### src/rtl/inst_fetch_bus_if_pkg.sv
// Shared definitions for the instruction-fetch bus responder.
// Holds the fetch FSM state encoding, the legacy pipeline constants used
// throughout the core, and the default NOP instruction word.
package inst_fetch_bus_if_pkg;

    // Legacy pipeline constants
    localparam logic        RstEnable   = 1'b1;
    localparam logic        ChipEnable  = 1'b1;
    localparam logic        NoStop      = 1'b0;
    localparam logic [31:0] ZeroWord    = 32'h0000_0000;
    localparam int          InstAddrBus = 32;   // fetch address width
    localparam int          InstBus     = 32;   // instruction word width

    // Word handed to IF/ID whenever no valid fetch data is available
    localparam logic [31:0] NOP_WORD    = 32'h0000_0000;

    typedef enum logic [1:0] {
        IDLE  = 2'b00,
        BUSY  = 2'b01,
        HOLD  = 2'b10,
        DRAIN = 2'b11
    } fetch_state_t;

endpackage

### src/rtl/inst_fetch_bus_if_if.sv
// Bundle of the fetch-side and memory-side signals of the fetch responder.
//   cpu_ce_i / cpu_addr_i : fetch enable and pc from the PC stage
//   stall_i / flush_i     : pipeline control from ctrl
//   mem_ack_i / mem_data_i: memory acknowledge and read data
//   mem_req_o / mem_addr_o: memory read request and address
//   cpu_inst_o            : instruction to IF/ID
//   stallreq_o            : stall request to ctrl
// slave  = the fetch responder; master = everything around it.
interface inst_fetch_bus_if_if #(
    parameter int ADDR_W = 32,
    parameter int DATA_W = 32
);
    logic              cpu_ce_i;
    logic [ADDR_W-1:0] cpu_addr_i;
    logic [5:0]        stall_i;
    logic              flush_i;
    logic              mem_ack_i;
    logic [DATA_W-1:0] mem_data_i;
    logic              mem_req_o;
    logic [ADDR_W-1:0] mem_addr_o;
    logic [DATA_W-1:0] cpu_inst_o;
    logic              stallreq_o;

    modport slave (
        input  cpu_ce_i, cpu_addr_i, stall_i, flush_i, mem_ack_i, mem_data_i,
        output mem_req_o, mem_addr_o, cpu_inst_o, stallreq_o
    );

    modport master (
        output cpu_ce_i, cpu_addr_i, stall_i, flush_i, mem_ack_i, mem_data_i,
        input  mem_req_o, mem_addr_o, cpu_inst_o, stallreq_o
    );
endinterface

### src/rtl/inst_fetch_bus_if.sv
// Instruction-fetch bus responder.
// Takes pc/chip-enable from the PC stage, issues one outstanding
// request/acknowledge read on the instruction memory bus, and hands the
// word to IF/ID. Raises stallreq_o while a fetch is in flight.
// Ports:
//   clk : clock, rising edge
//   rst : synchronous active-high reset
//   bus : slave side of inst_fetch_bus_if_if (see interface header)
module inst_fetch_bus_if #(
    parameter int                ADDR_W   = inst_fetch_bus_if_pkg::InstAddrBus,
    parameter int                DATA_W   = inst_fetch_bus_if_pkg::InstBus,
    parameter logic [DATA_W-1:0] NOP_WORD = inst_fetch_bus_if_pkg::NOP_WORD
) (
    input  logic                clk,
    input  logic                rst,
    inst_fetch_bus_if_if.slave  bus
);
    import inst_fetch_bus_if_pkg::*;

    fetch_state_t      state_q,    state_d;
    logic              mem_req_q,  mem_req_d;
    logic [ADDR_W-1:0] mem_addr_q, mem_addr_d;
    logic [DATA_W-1:0] rd_buf_q,   rd_buf_d;
    logic [DATA_W-1:0] cpu_inst;
    logic              stallreq;

    always_comb begin
        state_d    = state_q;
        mem_req_d  = mem_req_q;
        mem_addr_d = mem_addr_q;
        rd_buf_d   = rd_buf_q;
        cpu_inst   = NOP_WORD;
        stallreq   = 1'b0;

        case (state_q)
            IDLE: begin
                if (bus.cpu_ce_i == ChipEnable && !bus.flush_i) begin
                    mem_req_d  = 1'b1;
                    mem_addr_d = bus.cpu_addr_i;
                    state_d    = BUSY;
                    stallreq   = 1'b1;
                end
            end
            BUSY: begin
                if (bus.mem_ack_i) begin
                    mem_req_d = 1'b0;
                    state_d   = IDLE;
                    // Flush beats a coincident ack: the word is never shown.
                    if (!bus.flush_i) begin
                        cpu_inst = bus.mem_data_i;
                        rd_buf_d = bus.mem_data_i;
                        if (bus.stall_i != 6'b0)
                            state_d = HOLD;
                    end
                end else begin
                    // Request cannot be withdrawn; a flush must wait out the ack.
                    stallreq = 1'b1;
                    if (bus.flush_i)
                        state_d = DRAIN;
                end
            end
            HOLD: begin
                if (bus.flush_i) begin
                    rd_buf_d = ZeroWord[DATA_W-1:0];
                    state_d  = IDLE;
                end else begin
                    cpu_inst = rd_buf_q;
                    if (bus.stall_i == 6'b0)
                        state_d = IDLE;
                end
            end
            DRAIN: begin
                stallreq = 1'b1;
                if (bus.mem_ack_i) begin
                    mem_req_d = 1'b0;
                    state_d   = IDLE;
                end
            end
            default: state_d = IDLE;
        endcase

        if (rst == RstEnable) begin
            cpu_inst = NOP_WORD;
            stallreq = 1'b0;
        end
    end

    always_ff @(posedge clk) begin
        if (rst == RstEnable) begin
            state_q    <= IDLE;
            mem_req_q  <= 1'b0;
            mem_addr_q <= '0;
            rd_buf_q   <= '0;
        end else begin
            state_q    <= state_d;
            mem_req_q  <= mem_req_d;
            mem_addr_q <= mem_addr_d;
            rd_buf_q   <= rd_buf_d;
        end
    end

    assign bus.mem_req_o  = mem_req_q;
    assign bus.mem_addr_o = mem_addr_q;
    assign bus.cpu_inst_o = cpu_inst;
    assign bus.stallreq_o = stallreq;

endmodule
### src/flat_wrapper.sv
// flat-port wrapper written by rule: the top's interface ports become plain ports
module inst_fetch_bus_if_flat import inst_fetch_bus_if_pkg::*;
#(
    parameter int                ADDR_W   = inst_fetch_bus_if_pkg::InstAddrBus,
    parameter int                DATA_W   = inst_fetch_bus_if_pkg::InstBus,
    parameter logic [DATA_W-1:0] NOP_WORD = inst_fetch_bus_if_pkg::NOP_WORD
)
  (clk, rst, bus_cpu_ce_i, bus_cpu_addr_i, bus_stall_i, bus_flush_i, bus_mem_ack_i, bus_mem_data_i, bus_mem_req_o, bus_mem_addr_o, bus_cpu_inst_o, bus_stallreq_o);
  inst_fetch_bus_if_if #(.ADDR_W(ADDR_W), .DATA_W(DATA_W)) bus_i ();
  input  logic clk;
  input  logic rst;
  input wire logic [$bits(bus_i.cpu_ce_i)-1:0] bus_cpu_ce_i;
  input wire logic [$bits(bus_i.cpu_addr_i)-1:0] bus_cpu_addr_i;
  input wire logic [$bits(bus_i.stall_i)-1:0] bus_stall_i;
  input wire logic [$bits(bus_i.flush_i)-1:0] bus_flush_i;
  input wire logic [$bits(bus_i.mem_ack_i)-1:0] bus_mem_ack_i;
  input wire logic [$bits(bus_i.mem_data_i)-1:0] bus_mem_data_i;
  output wire logic [$bits(bus_i.mem_req_o)-1:0] bus_mem_req_o;
  output wire logic [$bits(bus_i.mem_addr_o)-1:0] bus_mem_addr_o;
  output wire logic [$bits(bus_i.cpu_inst_o)-1:0] bus_cpu_inst_o;
  output wire logic [$bits(bus_i.stallreq_o)-1:0] bus_stallreq_o;
  assign bus_i.cpu_ce_i = bus_cpu_ce_i;
  assign bus_i.cpu_addr_i = bus_cpu_addr_i;
  assign bus_i.stall_i = bus_stall_i;
  assign bus_i.flush_i = bus_flush_i;
  assign bus_i.mem_ack_i = bus_mem_ack_i;
  assign bus_i.mem_data_i = bus_mem_data_i;
  assign bus_mem_req_o = bus_i.mem_req_o;
  assign bus_mem_addr_o = bus_i.mem_addr_o;
  assign bus_cpu_inst_o = bus_i.cpu_inst_o;
  assign bus_stallreq_o = bus_i.stallreq_o;
  inst_fetch_bus_if #(.ADDR_W(ADDR_W), .DATA_W(DATA_W), .NOP_WORD(NOP_WORD)) u_core (.clk(clk), .rst(rst), .bus(bus_i));
endmodule
### config.mk
export PLATFORM = sky130hd
export DESIGN_NAME = inst_fetch_bus_if_flat
export DESIGN_NICKNAME = d
export VERILOG_FILES = /design/src/rtl/inst_fetch_bus_if_pkg.sv /design/src/rtl/inst_fetch_bus_if_if.sv /design/src/rtl/inst_fetch_bus_if.sv /design/src/flat_wrapper.sv
export SDC_FILE = /design/constraint.sdc
export NUM_CORES = 1
export LEC_CHECK = 0
export BUFFER_PORTS_ARGS = -buffer_cell sky130_fd_sc_hd__buf_2
export CELL_PAD_IN_SITES_DETAIL_PLACEMENT = 0
export CELL_PAD_IN_SITES_GLOBAL_PLACEMENT = 2
export CORE_UTILIZATION = 26
export CTS_CLUSTER_DIAMETER = 200
export CTS_CLUSTER_SIZE = 16
export DETAILED_ROUTE_END_ITERATION = 8
export PLACE_DENSITY = 0.94
export RECOVER_POWER = 25
export SLEW_MARGIN = 30
export SYNTH_ARGS = -nofsm -noshare
export SYNTH_HDL_FRONTEND = slang
export SYNTH_SLANG_ARGS = --single-unit
### constraint.sdc
create_clock -name clk -period 3 [get_ports clk]
set_input_delay 0.75 -clock clk [delete_from_list [all_inputs] [get_ports clk]]
set_output_delay 0.75 -clock clk [all_outputs]
set_load 0.02 [all_outputs]
==> metrics.md, run 1 <==
| Metric | Value |
|---|---|
| Die Ht | 108 um |
| Synth Cell Area | 0.00293 mm2 |
| Final Hold Viols | 0 |
| Drt drc | 0 |
| Syn Inst Count | 367 |
| Share of the synthesized area in the top cell type | 45.8% |
| Slew Limit Headroom | 64.9% |
| Period utilization | 95.3% |
| Diode count | 0 |
| Clock Skew | 0.00649 ns |
| Status | complete, no violations |
| Final setup viols | 0 |
| Total wire length | 8280 um |
| Longest Clk Path Bufs | 2 |
| DR vias | 3061 |
| Max frequency | 350 MHz |
| Hold depth | 2 |
| Global route overflow | 0 |
| Boundary pin count | 141 |
| Clk network pwr share | 29.0% |
| CP endpoint kind | primary output |
| Wire per inst | 13.0 um |
| Cell taking the most area after synthesis | dfxtp_1 |
| Power density cells | 529 mW/mm2 |
| Min-Delay Path Class | reg2reg |
| Area contributors post-synth | dfxtp_1 (46%), a22oi_1 (16%), nor2_1 (8.6%), nand2_1 (8.3%), a21oi_1 (5.6%) |
| CTS tree | built |
| Net Sw Power | 0.000650 W |
| First drt pass iteration count | 5 |
| Die area | 0.0117 mm2 |
| Max-Cap Viols | 0 |
| Syn_nets | 448 |
| Leakage dissipation | 1.55 nW |
| Via density | 4.80 |
| Share of cells above drive strength 1 | 26.9% |
| Layout area overhead | 32.9% |
| Clock Latency Late Sink | 0.33 ns |
| Initial antenna violation count | 0 |
| Syn avg cell area | 7.98 um2 |
| Switch share | 31.5% |
| CTS H-tree depth | 3 |
| WP data arrival | 2.11 ns |
| Slew @ Worst Pin | 0.526 ns |
| Sequential Power Share | 48.0% |
| Die width | 108 um |
| Worst vdd ir | 0.000217 V |
| Drt initial violations | 198 |
| Post-synth top cells | dfxtp_1 (67), nor2_1 (67), nand2_1 (65) |
| Comb power frac | 23.0% |
| Final Slew Violations | 0 |
| Post-synthesis async set-or-reset flop share | 0% |
| Final HPWL DP | 5840 um |
| Largest net degree at the start of global routing | 50 |
| Worst path required time | 2.25 ns |
| Clk root buf | clkbuf_8 |
| Internal | 0.00141 W |
| Post-synth EDFFs | 0 |
| Seq/Total Area, Yosys | 45.8% |
| Port Buffers | 140 |
| Reg clk slew, reported paths | 0.07 ns |
| GR Util All Layers | 14.5% |
| Placer Congestion | 0.772 |
| Final worst slack | 0.140 ns |
| # Post-CTS Setup Buffers | 0 |
| Setup TNS after final layout | 0 ns |
| Synth Flop Type | dfxtp_1 |
| CP startpoint kind | flip-flop |
| Rows | 38 |
| Core box area | 0.0109 mm2 |
| Worst-path fanout max | 30 |
| CTS buffer count | 9 |
| Routed Antenna Nets | 0 |
| Distinct cell type count after synthesis | 29 |
| Nets | 576 |
| Period minus WS final | 2.86 ns |
| Seq cells post-synth | 67 |
| Final core utilization | 35.8% |
| Initial Util | 26.9% |
| Yosys warns | 0 |
| Worst Reg-to-Reg Cells | 6 |
| First-pass GRT wire length | 13300 um |
| WS Path Type | reg2out |
| Internal reg-to-reg setup slack | 1.11 ns |
| Vias in the first global route | 2878 |
| CTS Sinks | 67 |
| Pre-CTS WS | 0.362 ns |
-- path summary, 6_finish.rpt --
path,startpoint,to
hold reg to reg,u_core.bus.mem_addr_o[21]$_SDFFE_PP0N_,u_core.bus.mem_addr_o[21]$_SDFFE_PP0N_
setup reg to reg,u_core.state_q[0]$_SDFFE_PP0P_,u_core.rd_buf_q[13]$_SDFFE_PP0P_
hold / removal,u_core.bus.mem_addr_o[21]$_SDFFE_PP0N_,u_core.bus.mem_addr_o[21]$_SDFFE_PP0N_
setup / recovery,u_core.state_q[1]$_SDFFE_PP0P_,bus_cpu_inst_o[25]
-- critical path, cell delays in order (launching register included) --
cell and delay, ns:
dfxtp_1 0.35, inv_1 0.15, ha_2 0.24, inv_1 0.13, nor3_4 0.27, buf_12 0.22
a22oi_1 0.09, nor2_1 0.13, buf_2 0.18
-- logic make-up after synthesis --
| family | after synthesis | share of synthesized area [%] |
|---|---|---|
| AND/OR/NAND/NOR | 151 | 21.2 |
| AO/OA/AOI/OAI | 105 | 24.5 |
| flip-flops | 67 | 45.8 |
| buffers and inverters | 37 | 5.68 |
| adder cells (fa/ha/maj) | 6 | 2.56 |
| multiplexers | 1 | 0.342 |
-- placed cells by master (no fill, tap or decap) --
master	netlist	final
nor2b_4	0	1
a22oi_1	64	64
nand4b_1	2	2
a31oi_4	1	1
buf_12	0	2
nand2b_1	2	2
o31ai_1	2	2
nor4bb_4	0	1
buf_2	13	107
clkbuf_1	16	34
a211oi_1	1	1
o21ai_0	1	1
dfxtp_1	67	67
ha_1	6	5
inv_1	5	5
nor3_4	0	1
clkinv_2	0	4
a21oi_1	33	33
nand2_1	65	65
nor2b_1	3	2
mux2i_1	1	1
buf_4	3	7
ha_2	0	1
nand4_1	1	1
a21boi_1	1	1
nand3_1	2	2
o21bai_1	1	1
nor2_1	67	67
nor3_1	4	3
or4b_1	1	1
or4_1	1	1
nor4_1	1	1
clkbuf_8	0	9
and3_1	1	1
o21a_1	1	1
-- area by class of cell --
cell class	count	area, um2
clock inverter	4	20.0
multi-input combinational	263	1460
clock buffer	10	128
tap	140	175
timing repair buffer	149	752
inverter	5	18.8
sequential	67	1340
fill	1183	6990
-- layer usage --
metal / global-route usage (%) / vias to the layer above / routed length [um]
li1: - / 1524 / -
met1: 17.1 / 1420 / 3510
met2: 24.1 / 108 / 4030
met3: 4.28 / 9 / 590
met4: 6.65 / 0 / 141
met5: 0 / - / 0
-- power by group through the flow --
stage	clock network [W]	registers, W	logic (W)
6_report	0.000598	0.000989	0.000473
3_5_place_dp	0	0.00101	0.000482
4_1_cts	0.000633	0.000987	0.000483
5_1_grt	0.000674	0.000996	0.000528
3_3_place_gp	0	0.00101	0.000475
2_1_floorplan	0	0.00105	0.000270
-- flip-flops by register name, summed over array words and instances, names as in the netlist --
register / cells
u_core.state_q: 2
u_core.bus.mem_req_o: 1
u_core.rd_buf_q: 32
u_core.bus.mem_addr_o: 32
-- metrics by stage --
stage	std cells	instance area (um2)	hold slack [ns]	total power (W)
floorplan	367	2930	0.466	0.00132
global placement	624	3770	0.440	0.00148
detailed placement	624	3770	0.444	0.00149
CTS	638	3920	0.455	0.00210
global route	638	3890	0.485	0.00220
finish	638	3890	0.453	0.00206
-- timing repair --
action,4_1_cts,5_1_grt
gates resized for setup,0,3
endpoints found under the setup margin,0,25
hold buffers,0,0
Power figures use the tool's default switching activity.
==> run 2: changes to the inputs <==
--- a/config.mk
+++ b/config.mk
@@ -5,14 +5,15 @@
 export SDC_FILE = /design/constraint.sdc
 export NUM_CORES = 1
 export LEC_CHECK = 0
+export ABC_AREA = 1
 export BUFFER_PORTS_ARGS = -buffer_cell sky130_fd_sc_hd__buf_2
 export CELL_PAD_IN_SITES_DETAIL_PLACEMENT = 0
 export CELL_PAD_IN_SITES_GLOBAL_PLACEMENT = 2
-export CORE_UTILIZATION = 26
+export CORE_UTILIZATION = 24
 export CTS_CLUSTER_DIAMETER = 200
 export CTS_CLUSTER_SIZE = 16
 export DETAILED_ROUTE_END_ITERATION = 8
-export PLACE_DENSITY = 0.94
+export PLACE_DENSITY = 0.91
 export RECOVER_POWER = 25
 export SLEW_MARGIN = 30
 export SYNTH_ARGS = -nofsm -noshare
==> constraint.sdc (replaced) <==
create_clock -name clk -period 2.9 [get_ports clk]
set_input_delay 0.725 -clock clk [delete_from_list [all_inputs] [get_ports clk]]
set_output_delay 0.725 -clock clk [all_outputs]
set_load 0.02 [all_outputs]
==> metrics.md, run 2 <==
| Metric | Value |
|---|---|
| CTS buffer count | 9 (unchanged) |
| Clock Latency Late Sink | 0.33 ns (about the same) |
| Die width | 119 um (+10%) |
| Placed insts | 798 (+28%) |
| Wire per inst | 11.1 um (-14%) |
| Period utilization | 91.1% |
| CTS Sinks | 67 (unchanged) |
| Final core utilization | 33.3% (-2.4 points) |
| Slew Limit Headroom | 61.5% (-3.4 points) |
| Area contributors post-synth | dfxtp_1 (41%), nand2_1 (16%), a21oi_1 (9.9%), o21ai_0 (9.0%), nor2_1 (8.4%) |
| Initial antenna violation count | 0 (unchanged) |
| Longest Clk Path Bufs | 2 (unchanged) |
| Unrepaired setup endpoints after global routing | no |
| Status | complete, no violations |
| Max-Cap Viols | 0 (unchanged) |
| CTS H-tree depth | 3 (unchanged) |
| Total wire length | 9060 um (+9.5%) |
| Min-Delay Path Class | reg2reg |
| Distinct cell type count after synthesis | 20 (-31%) |
| WS Path Type | reg2out |
| Die area | 0.0142 mm2 (+21%) |
| DR vias | 3484 (+14%) |
| Final Slew Violations | 0 (unchanged) |
| Largest net degree at the start of global routing | 67 (+34%) |
| # Post-CTS Setup Buffers | 0 (unchanged) |
| GR Util All Layers | 13.5% (-0.97 points) |
| Synth Cell Area | 0.00329 mm2 (+12%) |
| Min-delay src | u_core.bus.mem_addr_o[23]$_SDFFE_PP0N_ |
| Layout area overhead | 34.7% |
| Post-CTS Hold Buffers | 0 (unchanged) |
| Period minus WS final | 2.64 ns |
| CP startpoint kind | flip-flop |
| First drt pass iteration count | 4 (-1) |
| Most frequent cells in the layout | nand2_1 (144), buf_2 (108), nor2_1 (74) |
| Routed Antenna Nets | 0 (unchanged) |
| Leakage dissipation | 2.01 nW (+29%) |
| Syn_nets | 588 (+31%) |
| First-pass GRT wire length | 15200 um (+14%) |
| Boundary pin count | 141 (unchanged) |
| Clk root buf | clkbuf_16 |
| Power density cells | 913 mW/mm2 (+73%) |
| Most frequent cell after synthesis | nand2_1 |
| Worst-path fanout max | 33 (+10%) |
| Final Hold Viols | 0 (unchanged) |
| Reg clk slew, reported paths | 0.05 ns (-0.02 ns) |
| Seq/Total Area, Yosys | 40.8% (-5.0 points) |
| Share of cells above drive strength 1 | 21.8% (-5.1 points) |
| Post-synthesis async set-or-reset flop share | 0% (unchanged) |
| Hold EP | u_core.bus.mem_addr_o[23]$_SDFFE_PP0N_ |
| Placer Congestion | 0.799 (+3.5%) |
| CP endpoint kind | primary output |
| Drt drc | 0 (unchanged) |
| Bufs and invs on worst path | 4 (unchanged) |
| Worst path required time | 2.17 ns (-0.08 ns) |
| Global route overflow | 0 (unchanged) |
| Slew @ Worst Pin | 0.578 ns (+0.0520 ns) |
| Final setup viols | 0 (unchanged) |
| Diode count | 0 (unchanged) |
| Clock Skew | 0.00327 ns (-0.00322 ns) |
| Vias in the first global route | 3308 (+15%) |
| CTS tree | built |
| Initial Util | 24.7% (-2.2 points) |
| Setup TNS after final layout | 0 ns (unchanged) |
| Nets | 714 (+24%) |
| Final worst slack | 0.257 ns (+0.117 ns) |
| Syn Inst Count | 507 (+38%) |
| Worst vdd ir | 0.000383 V (+76%) |
| Rows | 42 (+11%) |
| FF-to-FF End | u_core.rd_buf_q[28]$_SDFFE_PP0P_ |
| Internal reg-to-reg setup slack | 1.01 ns (-0.10 ns) |
| Post-synth EDFFs | 0 (unchanged) |
| Via density | 4.28 (-11%) |
| Post-Layout Cell Count | 814 (+28%) |
| Port Buffers | 140 (unchanged) |
| Worst Reg-to-Reg Cells | 9 (+3) |
| # fillers | 1477 (+25%) |
| Pre-CTS WS | 0.426 ns (+0.0642 ns) |
| Cell taking the most area after synthesis | dfxtp_1 |
| CP top delay family | buffers and inverters |
| CP cell instances | inv_1 > ha_1 > inv_2 > nor2_4 > buf_12 > nand2_1 > a21oi_1 > buf_2 |
| Synth Flop Type | dfxtp_1 |
| Commonest non-fill, non-tap cell in the layout | nand2_1 |
| Core box area | 0.0133 mm2 (+22%) |
| Seq cells post-synth | 67 (unchanged) |
| CP max-delay cell | dfxtp_1 |
| Post-CTS sizing | 0 (unchanged) |
| WP data arrival | 1.92 ns (-0.19 ns) |
| Yosys warns | 0 (unchanged) |
| Share of the synthesized area in the top cell type | 40.8% (-5.0 points) |
| Post-synth top cells | nand2_1 (144), nor2_1 (74), dfxtp_1 (67) |
| Syn avg cell area | 6.49 um2 (-19%) |
| Max frequency | 378 MHz |
| Drt initial violations | 134 (-32%) |
| FF-to-FF Start | u_core.state_q[1]$_SDFFE_PP0P_ |
| Die Ht | 119 um (+10%) |
| Hold depth | 2 (unchanged) |
| Final HPWL DP | 6340 um (+8.6%) |
| Max incr delay on CP | 0.33 ns (-0.02 ns) |
[run 2: changes by cell type in the layout (fill, tap and decap cells not counted), sizes merged, moves of 9 or more]
cell | previous run | this run
a22oi | 64 | 0
inv | 5 | 45
nand2 | 65 | 145
a21oi | 33 | 66
nor2 | 67 | 76
o21ai | 1 | 64
[run 2: metal layers]
layer | global-route usage [%] | vias up | share of wire [%]
li1 | - | 1850 | -
met1 | 15.3 | 1500 | 45
met2 | 23.4 | 125 | 45
met3 | 4.12 | 9 | 8.0
met4 | 5.46 | 0 | 1.3
met5 | 0 | - | 0
[run 2: cells by family (layout without fill, tap and decap cells)]
logic type | after synthesis | count (layout) | synth area share [%]
AO/OA/AOI/OAI | 131 | 131 | 20.4
adder cells (fa/ha/maj) | 6 | 6 | 2.28
buffers and inverters | 76 | 207 | 9.66
flip-flops | 67 | 67 | 40.8
AND/OR/NAND/NOR | 227 | 227 | 26.9
[run 2: per-stage QoR]
stage | hold WS, ns | cell area [um2] | total power [W]
3_3_place_gp | 0.430 | 4150 | 0.00293
6_report | 0.445 | 4430 | 0.00405
4_1_cts | 0.444 | 4470 | 0.00415
5_1_grt | 0.466 | 4430 | 0.00440
2_1_floorplan | 0.454 | 3290 | 0.00251
3_5_place_dp | 0.437 | 4150 | 0.00296
[run 2: cell type report]
| type | instances | area (um2) | area share (%) |
|---|---|---|---|
| clock buffer | 10 | 229 | 5.17 |
| timing repair buffer | 147 | 751 | 16.9 |
| sequential | 67 | 1340 | 30.3 |
| inverter | 44 | 165 | 3.73 |
| multi-input combinational | 364 | 1630 | 36.9 |
| clock inverter | 6 | 88.8 | 2.01 |
| tap | 176 | 220 | 4.97 |
[run 2: worst min-delay path, cell delays in order, from the launching register on]
cell     delay, ns
dfxtp_1       0.31
inv_1         0.05
a21oi_1       0.05
[run 2: worst max path at each step]
stage	start	end	slack [ns]	depth (start not counted)
2_1_floorplan	bus_flush_i	bus_stallreq_o	0.53	4
3_3_place_gp	bus_flush_i	bus_cpu_inst_o[18]	0.46	8
3_5_place_dp	bus_flush_i	bus_cpu_inst_o[18]	0.43	8
4_1_cts	u_core.state_q[0]$_SDFFE_PP0P_	bus_cpu_inst_o[18]	0.23	8
5_1_grt	u_core.state_q[0]$_SDFFE_PP0P_	bus_cpu_inst_o[5]	0.1	8
6_report	u_core.state_q[0]$_SDFFE_PP0P_	bus_cpu_inst_o[25]	0.26	8
[run 2: where the power goes]
group	leakage, nW	switching (W)	internal (W)
Combinational	1.31	0.00101	0.000506
Sequential	0.550	0.000154	0.00123
Clock	0.149	0.000398	0.000753
==> run 3: changes to the inputs <==
--- a/config.mk
+++ b/config.mk
@@ -14,7 +14,7 @@
 export CTS_CLUSTER_SIZE = 16
 export DETAILED_ROUTE_END_ITERATION = 8
 export PLACE_DENSITY = 0.91
-export RECOVER_POWER = 25
+export RECOVER_POWER = 50
 export SLEW_MARGIN = 30
 export SYNTH_ARGS = -nofsm -noshare
 export SYNTH_HDL_FRONTEND = slang
==> metrics.md, run 3 (synthesis results as in run 2) <==
| Metric | Value |
|---|---|
| CP most frequent cell | inv_1 |
| Post-Layout Cell Count | 814 (unchanged) |
| Core box area | 0.0133 mm2 (unchanged) |
| Setup TNS after final layout | 0 ns (unchanged) |
| WP data arrival | 1.95 ns (+0.03 ns) |
| Max frequency | 374 MHz (-1.1%) |
| CTS buffer count | 9 (unchanged) |
| Min-Delay Path Class | reg2reg |
| Post-CTS Hold Buffers | 0 (unchanged) |
| Worst path required time | 2.17 ns (about the same) |
| Clock Skew | 0.00304 ns (-0.000228 ns) |
| Initial Util | 24.7% (unchanged) |
| DR vias | 3471 (-0.37%) |
| CTS tree | built |
| Worst-path fanout max | 33 (unchanged) |
| Total wire length | 9060 um (unchanged) |
| FF-to-FF Start | u_core.state_q[0]$_SDFFE_PP0P_ |
| CP endpoint kind | primary output |
| Final Hold Viols | 0 (unchanged) |
| Clk root buf | clkbuf_16 |
| Initial antenna violation count | 0 (unchanged) |
| Final HPWL DP | 6340 um (unchanged) |
| Die Ht | 119 um (unchanged) |
| Final core utilization | 33.2% (-0.066 points) |
| Max-Cap Viols | 0 (unchanged) |
| CTS H-tree depth | 3 (unchanged) |
| Routed Antenna Nets | 0 (unchanged) |
| Placer Congestion | 0.799 (unchanged) |
| WS Path Type | reg2out |
| Layout area overhead | 34.4% |
| Post-CTS sizing | 0 (unchanged) |
| CP cell instances | inv_1 > ha_1 > inv_1 > nor2_4 > buf_12 > nand2_1 > a21oi_1 > buf_2 |
| Placed insts | 798 (unchanged) |
| Reg clk slew, reported paths | 0.05 ns (about the same) |
| Multi-input logic area | 0.00163 mm2 (-0.31%) |
| CTS Sinks | 67 (unchanged) |
| Port Buffers | 140 (unchanged) |
| Drt initial violations | 133 (-0.75%) |
| Final Slew Violations | 0 (unchanged) |
| Boundary pin count | 141 (unchanged) |
| Worst Reg-to-Reg Cells | 6 (-3) |
| Diode count | 0 (unchanged) |
| Final setup viols | 0 (unchanged) |
| Hold depth | 2 (unchanged) |
| Global route overflow | 0 (unchanged) |
| Status | complete, no violations |
| GR Util All Layers | 13.5% (unchanged) |
| Most frequent cells in the layout | nand2_1 (144), buf_2 (107), nor2_1 (74) |
| Max incr delay on CP | 0.33 ns (about the same) |
| FF-to-FF End | u_core.bus.mem_addr_o[27]$_SDFFE_PP0N_ |
| Wire per inst | 11.1 um (unchanged) |
| Period minus WS final | 2.67 ns (+0.0303 ns) |
| Power density cells | 914 mW/mm2 (about the same) |
| Via density | 4.26 (-0.37%) |
| Rows | 42 (unchanged) |
| Hold EP | u_core.bus.mem_addr_o[23]$_SDFFE_PP0N_ |
| Share of cells above drive strength 1 | 21.3% (-0.47 points) |
| Nets | 714 (unchanged) |
| Unrepaired setup endpoints after global routing | no |
| Leakage dissipation | 2.00 nW (-0.29%) |
| Worst vdd ir | 0.000382 V (-0.18%) |
| Bufs and invs on worst path | 4 (unchanged) |
| CP startpoint kind | flip-flop |
| Register area | 0.00134 mm2 (unchanged) |
| Largest net degree at the start of global routing | 67 (unchanged) |
| Clock Latency Late Sink | 0.33 ns (about the same) |
| Longest Clk Path Bufs | 2 (unchanged) |
| Internal reg-to-reg setup slack | 0.85 ns (-0.16 ns) |
| First drt pass iteration count | 4 (unchanged) |
| # Post-CTS Setup Buffers | 0 (unchanged) |
| Drt drc | 0 (unchanged) |
| Vias in the first global route | 3308 (unchanged) |
| CP max-delay cell | dfxtp_1 |
| Min-delay src | u_core.bus.mem_addr_o[23]$_SDFFE_PP0N_ |
| Die width | 119 um (unchanged) |
| Slew @ Worst Pin | 0.974 ns (+0.397 ns) |
| Die area | 0.0142 mm2 (unchanged) |
| Slew Limit Headroom | 35.0% (-26 points) |
| CP top delay family | buffers and inverters |
| # fillers | 1478 (+0.068%) |
| Commonest non-fill, non-tap cell in the layout | nand2_1 |
| First-pass GRT wire length | 15200 um (unchanged) |
| Period utilization | 92.2% (+1.0 points) |
run 3: cell count changes in the layout (fill, tap and decap cells not counted), sizes merged:
cell and change:
buf -2, clkbuf +2
run 3: area by class of cell:
class	count	share of cell area, %
Multi-Input combinational cell	364	36.9
Sequential cell	67	30.3
Timing Repair Buffer	147	16.9
Clock buffer	10	5.18
Tap cell	176	4.98
Inverter	44	3.74
Clock inverter	6	2.01
run 3: worst max path at each step:
| stage | slack [ns] | endpoint | cells past startpoint | from |
|---|---|---|---|---|
| after floorplan | 0.53 | bus_stallreq_o | 4 | bus_flush_i |
| after global placement | 0.46 | bus_cpu_inst_o[18] | 8 | bus_flush_i |
| after detailed placement | 0.43 | bus_cpu_inst_o[18] | 8 | bus_flush_i |
| after CTS | 0.23 | bus_cpu_inst_o[18] | 8 | u_core.state_q[0]$_SDFFE_PP0P_ |
| after global routing | 0.06 | bus_cpu_inst_o[5] | 8 | u_core.state_q[0]$_SDFFE_PP0P_ |
| final | 0.23 | bus_cpu_inst_o[25] | 8 | u_core.state_q[0]$_SDFFE_PP0P_ |
run 3: per-stage QoR:
stage	setup WS [ns]	hold slack (ns)	power, W	instance area (um2)
floorplan	0.535	0.454	0.00251	3290
global placement	0.457	0.430	0.00293	4150
detailed placement	0.426	0.437	0.00296	4150
CTS	0.229	0.444	0.00415	4470
global route	0.0635	0.466	0.00440	4420
finish	0.227	0.445	0.00404	4420
run 3: routing by layer:
layer / track usage, % / wire length, um / vias up
met4: 5.46 / 128 / 0
met2: 23.4 / 4090 / 122
li1: - / - / 1850
met1: 15.3 / 4160 / 1489
met5: 0 / 0 / -
met3: 4.12 / 688 / 10
run 3: power breakdown:
group,leakage (nW),switching [W],internal (W),total [W]
Combinational,1.30,0.00101,0.000501,0.00151
Sequential,0.550,0.000154,0.00123,0.00138
Clock,0.149,0.000398,0.000753,0.00115
run 3: worst reg2reg max path, cell delays in order (launching register included):
cell and delay, ns:
dfxtp_1 0.36, inv_1 0.12, ha_1 0.23, nand3_1 0.11, clkbuf_2 0.76, o21ai_0 0.23, a21oi_1 0.16
